===== config.mk =====
export PLATFORM = sky130hd
export DESIGN_NAME = fpmult_share_arb
export DESIGN_NICKNAME = d
export VERILOG_FILES = /design/src/rtl/fpmult_share_arb.sv
export SDC_FILE = /design/constraint.sdc
export NUM_CORES = 1
export LEC_CHECK = 0
export BUFFER_PORTS_ARGS = -buffer_cell sky130_fd_sc_hd__buf_2
export CAP_MARGIN = 15
export CORE_AREA = 2 2 161 163
export CTS_BUF_LIST = sky130_fd_sc_hd__clkbuf_8
export DETAILED_ROUTE_END_ITERATION = 8
export DIE_AREA = 0 0 163 165
export GPL_TIMING_DRIVEN = 1
export PLACE_DENSITY_LB_ADDON = 0.15
export REMOVE_ABC_BUFFERS = 1
export SLEW_MARGIN = 20
export SYNTH_ARGS = -nofsm -noshare
export SYNTH_HDL_FRONTEND = slang
export SYNTH_SLANG_ARGS = --single-unit

===== constraint.sdc =====
create_clock -name clk -period 4.9 [get_ports clk]
set_input_delay 0.245 -clock clk [delete_from_list [all_inputs] [get_ports clk]]
set_output_delay 0.245 -clock clk [all_outputs]
set_load 0.02 [all_outputs]

===== src/rtl/fpmult_share_arb.sv =====
// Round-robin arbiter sharing one pipelined FP multiplier among NREQ requesters.
// Define FPMULT_ARB_OUTREG_EN to add one output register stage on the result path.
module fpmult_share_arb #(
  parameter  int NREQ = 4,
  parameter  int LAT  = 4,
  localparam int IDW  = (NREQ > 1) ? $clog2(NREQ) : 1
) (
  input  logic                 clk,
  input  logic                 rst,
  input  logic                 en,
  input  logic [NREQ-1:0]      req_valid,
  output logic [NREQ-1:0]      req_ready,
  input  logic [32*NREQ-1:0]   req_a,
  input  logic [32*NREQ-1:0]   req_b,
  output logic                 mul_go,
  output logic [31:0]          mul_a,
  output logic [31:0]          mul_b,
  input  logic [31:0]          mul_z,
  input  logic [4:0]           mul_flags,
  output logic                 res_valid,
  output logic [IDW-1:0]       res_id,
  output logic [31:0]          res_z,
  output logic [4:0]           res_flags,
  output logic                 busy
);

  localparam int CNTW = $clog2(LAT + 4);

  logic [IDW-1:0] rrPtr, grantId, issueId, idxSel;
  logic           grantVld, xfer;
  int             idx;

  // Scan from rrPtr upward, wrapping at NREQ (NREQ need not be a power of two).
  always_comb begin
    req_ready = '0;
    grantId   = '0;
    grantVld  = 1'b0;
    idx       = 0;
    idxSel    = '0;
    for (int k = 0; k < NREQ; k++) begin
      idx = int'(rrPtr) + k;
      if (idx >= NREQ) idx = idx - NREQ;
      idxSel = idx[IDW-1:0];
      if (!grantVld && req_valid[idxSel]) begin
        grantVld = 1'b1;
        grantId  = idxSel;
      end
    end
    if (en && !rst && grantVld) req_ready[grantId] = 1'b1;
  end

  assign xfer = en && grantVld;

  always_ff @(posedge clk) begin
    if (rst) begin
      rrPtr   <= '0;
      mul_go  <= 1'b0;
      mul_a   <= '0;
      mul_b   <= '0;
      issueId <= '0;
    end else begin
      mul_go <= xfer;
      if (xfer) begin
        mul_a   <= req_a[grantId*32 +: 32];
        mul_b   <= req_b[grantId*32 +: 32];
        issueId <= grantId;
        rrPtr   <= (grantId == IDW'(NREQ - 1)) ? '0 : grantId + 1'b1;
      end
    end
  end

  // Tag pipeline: stage 0 is the issue register itself, stage LAT lines up with mul_z.
  logic [LAT:1]             tagV;
  logic [LAT:1][IDW-1:0]    tagId;
  logic [LAT:0]             vldPipe;
  logic [LAT:0][IDW-1:0]    idPipe;

  assign vldPipe = {tagV, mul_go};
  assign idPipe  = {tagId, issueId};

  always_ff @(posedge clk) begin
    if (rst) begin
      tagV  <= '0;
      tagId <= '0;
    end else begin
      tagV  <= vldPipe[LAT-1:0];
      tagId <= idPipe[LAT-1:0];
    end
  end

  logic           resV0;
  logic [IDW-1:0] resId0;
  logic [31:0]    resZ0;
  logic [4:0]     resF0;

  always_ff @(posedge clk) begin
    if (rst) begin
      resV0  <= 1'b0;
      resId0 <= '0;
      resZ0  <= '0;
      resF0  <= '0;
    end else begin
      resV0 <= vldPipe[LAT];
      if (vldPipe[LAT]) begin
        resId0 <= idPipe[LAT];
        resZ0  <= mul_z;
        resF0  <= mul_flags;
      end
    end
  end

`ifdef FPMULT_ARB_OUTREG_EN
  always_ff @(posedge clk) begin
    if (rst) begin
      res_valid <= 1'b0;
      res_id    <= '0;
      res_z     <= '0;
      res_flags <= '0;
    end else begin
      res_valid <= resV0;
      if (resV0) begin
        res_id    <= resId0;
        res_z     <= resZ0;
        res_flags <= resF0;
      end
    end
  end
`else
  assign res_valid = resV0;
  assign res_id    = resId0;
  assign res_z     = resZ0;
  assign res_flags = resF0;
`endif

  // Counts ops from transfer until their result is on the outputs.
  logic [CNTW-1:0] inFlight;

  always_ff @(posedge clk) begin
    if (rst) begin
      inFlight <= '0;
    end else begin
      case ({xfer, res_valid})
        2'b10:   inFlight <= inFlight + 1'b1;
        2'b01:   inFlight <= inFlight - 1'b1;
        default: inFlight <= inFlight;
      endcase
    end
  end

  assign busy = (inFlight != '0);

endmodule


==> metrics.md <==
| Metric | Value |
|---|---|
| Post-synthesis sequential area ratio | `37.8%` |
| Worst-Margin Slew | `1110 ps` |
| Post-CTS Resized | `0` |
| RSZ-0062 raised after global routing | `false` |
| Die width | `163 µm` |
| Initial DRC Count | `371` |
| Final hold vios | `0` |
| Static leakage | `4.38 nW` |
| Crit start category | `flop` |
| Final Cycle Share | `63.9%` |
| CP Class | `reg -> out` |
| Outcome | `complete, no violations` |
| Initial core utilization | `26.2%` |
| Max_cap viols | `0` |
| N_diodes | `0` |
| Hold depth | `3` |
| Num CTS Buffers | `17` |
| TritonCTS sink count | `124` |
| Final setup TNS | `0 ps` |
| Setup crit end kind | `primary output` |
| IO buf count | `409` |
| Syn Area/Cell | `9.21 µm²` |
| Core Area | `0.0250 mm²` |
| Register area | `0.00248 mm²` |
| Slew HR | `26.0%` |
| Largest net degree at the start of global routing | `80` |
| Final worst path period need | `3130 ps` |
| Fmax | `320 MHz` |
| HPWL Detailed | `17500 µm` |
| Yosys reg bits | `124` |
| First-pass GRT wire length | `37200 µm` |
| # DRC | `0` |
| Post-Syn Instances | `713` |
| Start of the worst register-to-register path | `rrPtr[1]` |
| Area of the multi-input gates | `0.00368 mm²` |
| Postcts setup bufs | `0` |
| Clk root buf | `clkbuf_8` |
| DRT Pass-1 Iters | `4` |
| CP required | `4660 ps` |
| Critical Path, Cell by Cell | `nor2b_1 > o21bai_1 > and2_4 > inv_1 > ha_1 > and2_1 > buf_2` |
| Routed vias/inst | `5.11` |
| Clk_lat worst skew | `440 ps` |
| Final setup fails | `0` |
| Critical path's slowest cell | `and2_4` |
| Post-Route Skew | `20.8 ps` |
| Drt total wl | `25400 µm` |
| Total power after layout | `2.88 mW` |
| CP Data Arrival Time | `2880 ps` |
| CTS tree | `yes` |
| Worst path bufs/invs | `2` |
| H-tree Lvls | `4` |
| CP top delay family | `simple AND/OR/NAND/NOR gates` |
| Row Count | `58` |
| Nets | `1374` |
| Hold path endpoint | `res_z[11]` |
| Vias in the first global route | `6830` |
| Synth warnings | `0` |
| Die ar. | `0.0269 mm²` |
| Hold path startpoint | `mul_z[11]` |
| R2r setup slk | `2450 ps` |
| PD cells | `313 mW/mm²` |
| Reg2Reg Capture Point | `mul_b[28]` |
| Area growth, synth to finish | `40.0%` |
| IO Pins | `410` |
| Slowest stage delay, CP | `910 ps` |
| VDD IR max | `0.125 mV` |
| Max FO, Critical Path | `67` |
| Total number of vias | `7211` |
| Mapped cell area | `0.00656 mm²` |
| Antenna violations before repair | `0` |
| # fillers | `2642` |
| Min-delay worst type | `in -> reg` |
| Clock transition at path regs | `80 ps` |
| Average wire per standard cell | `18.0 µm` |
| GRT Residual Overflow | `0` |
| Post-synth cell types | `34` |
| Chip Height | `165 µm` |
| Final Slew Violations | `0` |
| Final ANT Viol Nets | `0` |
| Share of layout cells above drive strength 1 | `43.0%` |
| GPL Wtd Cong | `0.812` |
| Clock buffer depth | `2` |
| Reg2reg path depth | `8` |
| Total track usage | `17.6%` |
## worst max path at each step
stage                     slack [ps]  depth (start not counted)    startpoint      endpoint
after floorplan                 1130                          6      rrPtr[0]  req_ready[0]
after global placement          1840                         10  req_valid[1]   inFlight[2]
after detailed placement        1800                         10  req_valid[1]   inFlight[2]
after CTS                       1720                          7      rrPtr[0]  req_ready[0]
after global routing            1500                          7      rrPtr[0]  req_ready[1]
final                           1770                          7      rrPtr[0]  req_ready[0]
## Yosys cell counts, drive strengths merged
cell type / count / share of area (%)
mux2i: 104 / 16
or2: 2 / 0.19
o211a: 32 / 4.9
clkbuf: 47 / 2.7
o21bai: 1 / 0.11
nand2: 8 / 0.46
o31ai: 32 / 3.7
buf: 40 / 3.5
o21ai: 33 / 2.5
nand4: 32 / 3.0
fa: 1 / 0.31
a221o: 1 / 0.15
a21oi: 8 / 0.67
nor4: 32 / 3.0
nand2b: 1 / 0.095
a31oi: 64 / 6.1
inv: 7 / 0.40
nor2b: 15 / 1.4
nand3b: 32 / 3.7
or3: 3 / 0.29
and2: 5 / 0.48
o221ai: 32 / 4.3
xor2: 2 / 0.27
o41a: 1 / 0.17
nor2: 46 / 2.7
nand3: 1 / 0.076
ha: 5 / 0.95
dfxtp: 124 / 38
and3: 1 / 0.095
a21o: 1 / 0.11
## layout by cell type, fill, tap and decap left out, types with 2 or more instances in the layout
cell type   netlist  final
o211a_1          32     32
a21oi_1           7      6
ha_1              5      5
clkinvlp_4        0      2
a31oi_1          64     64
o21ai_0          33     33
clkbuf_8          0     17
o221ai_1         32     32
clkinv_4          0      3
nand2_1           8      8
mux2i_1         104    104
or2_2             2      2
bufinv_16         0      3
nor2_1           44     43
nor2b_1          15     15
inv_1             7      7
inv_6             0      4
nand3b_1         32     32
nor4_1           32     32
nor2_4            0      2
o31ai_1          32     32
nand4_1          32     32
and2_1            5      4
inv_8             0      3
or3_1             3      3
buf_4             0     14
xor2_1            2      2
buf_2            15    408
dfxtp_1         124    123
## routing by layer
layer,vias to the layer above,track usage (%),share of wire (%)
met5,-,0,0
met1,3383,21.2,40
met2,316,30.0,50
met3,33,5.93,8.5
li1,3479,-,-
met4,0,5.07,1.8
## logic make-up (layout without fill, tap and decap cells)
kind of cell,Yosys count,count (layout),synth area share (%)
AOI/OAI and AO/OA,205,205,22.6
and+or+nand+nor,178,178,15.6
DFF,124,124,37.8
muxes,104,104,15.9
buffers and inverters,94,462,6.58
adders and majority gates,6,6,1.26
xor gates and xnor gates,2,2,0.267
## timing repair
action / CTS / global route
hold buffers: 1 / 0
endpoints found under the setup margin: 0 / 0
hold endpoints to repair: 1 / 0
## flip-flops by register name (all words and copies together), names as in the netlist
register and cells:
mul_a 32, res_valid 1, rrPtr 2, idPipe 8, res_flags 5, mul_go 1
inFlight 3, mul_b 32, res_z 32, tagV 4, issueId 2, res_id 2
## power breakdown
part,total (mW),internal (mW),switching [mW]
clock network,1.02,0.522,0.493
registers,1.12,1.08,0.0395
logic,0.745,0.304,0.441
## cell type report
class,instances,share of cell area [%]
clock buffers,17,2.55
repair buffers,423,23.5
inverters,7,0.286
clock inverters,15,2.18
multi-input cells,495,40.0
well taps,330,4.49
flip-flops and latches,124,27.0
## stage by stage
stage | area [µm²] | utilization, % | worst slack, ps | std cells | hold WS [ps]
4_1_cts | 9190 | 36.7 | 1720 | 1411 | 3.56
5_1_grt | 9190 | 36.7 | 1500 | 1411 | 11.4
6_report | 9190 | 36.7 | 1770 | 1411 | 47.2
2_1_floorplan | 6160 | - | 1130 | 626 | 314
3_3_place_gp | 8750 | 34.9 | 1840 | 1378 | 418
3_5_place_dp | 8750 | 34.9 | 1800 | 1378 | 424
## tightest hold or removal path: cells and delay by family
family                 cells  cell delay [ps]
buffers and inverters      1               80
multiplexers               1               50
AND/OR/NAND/NOR            1               70
No activity file was read; power rests on OpenSTA's default activity.
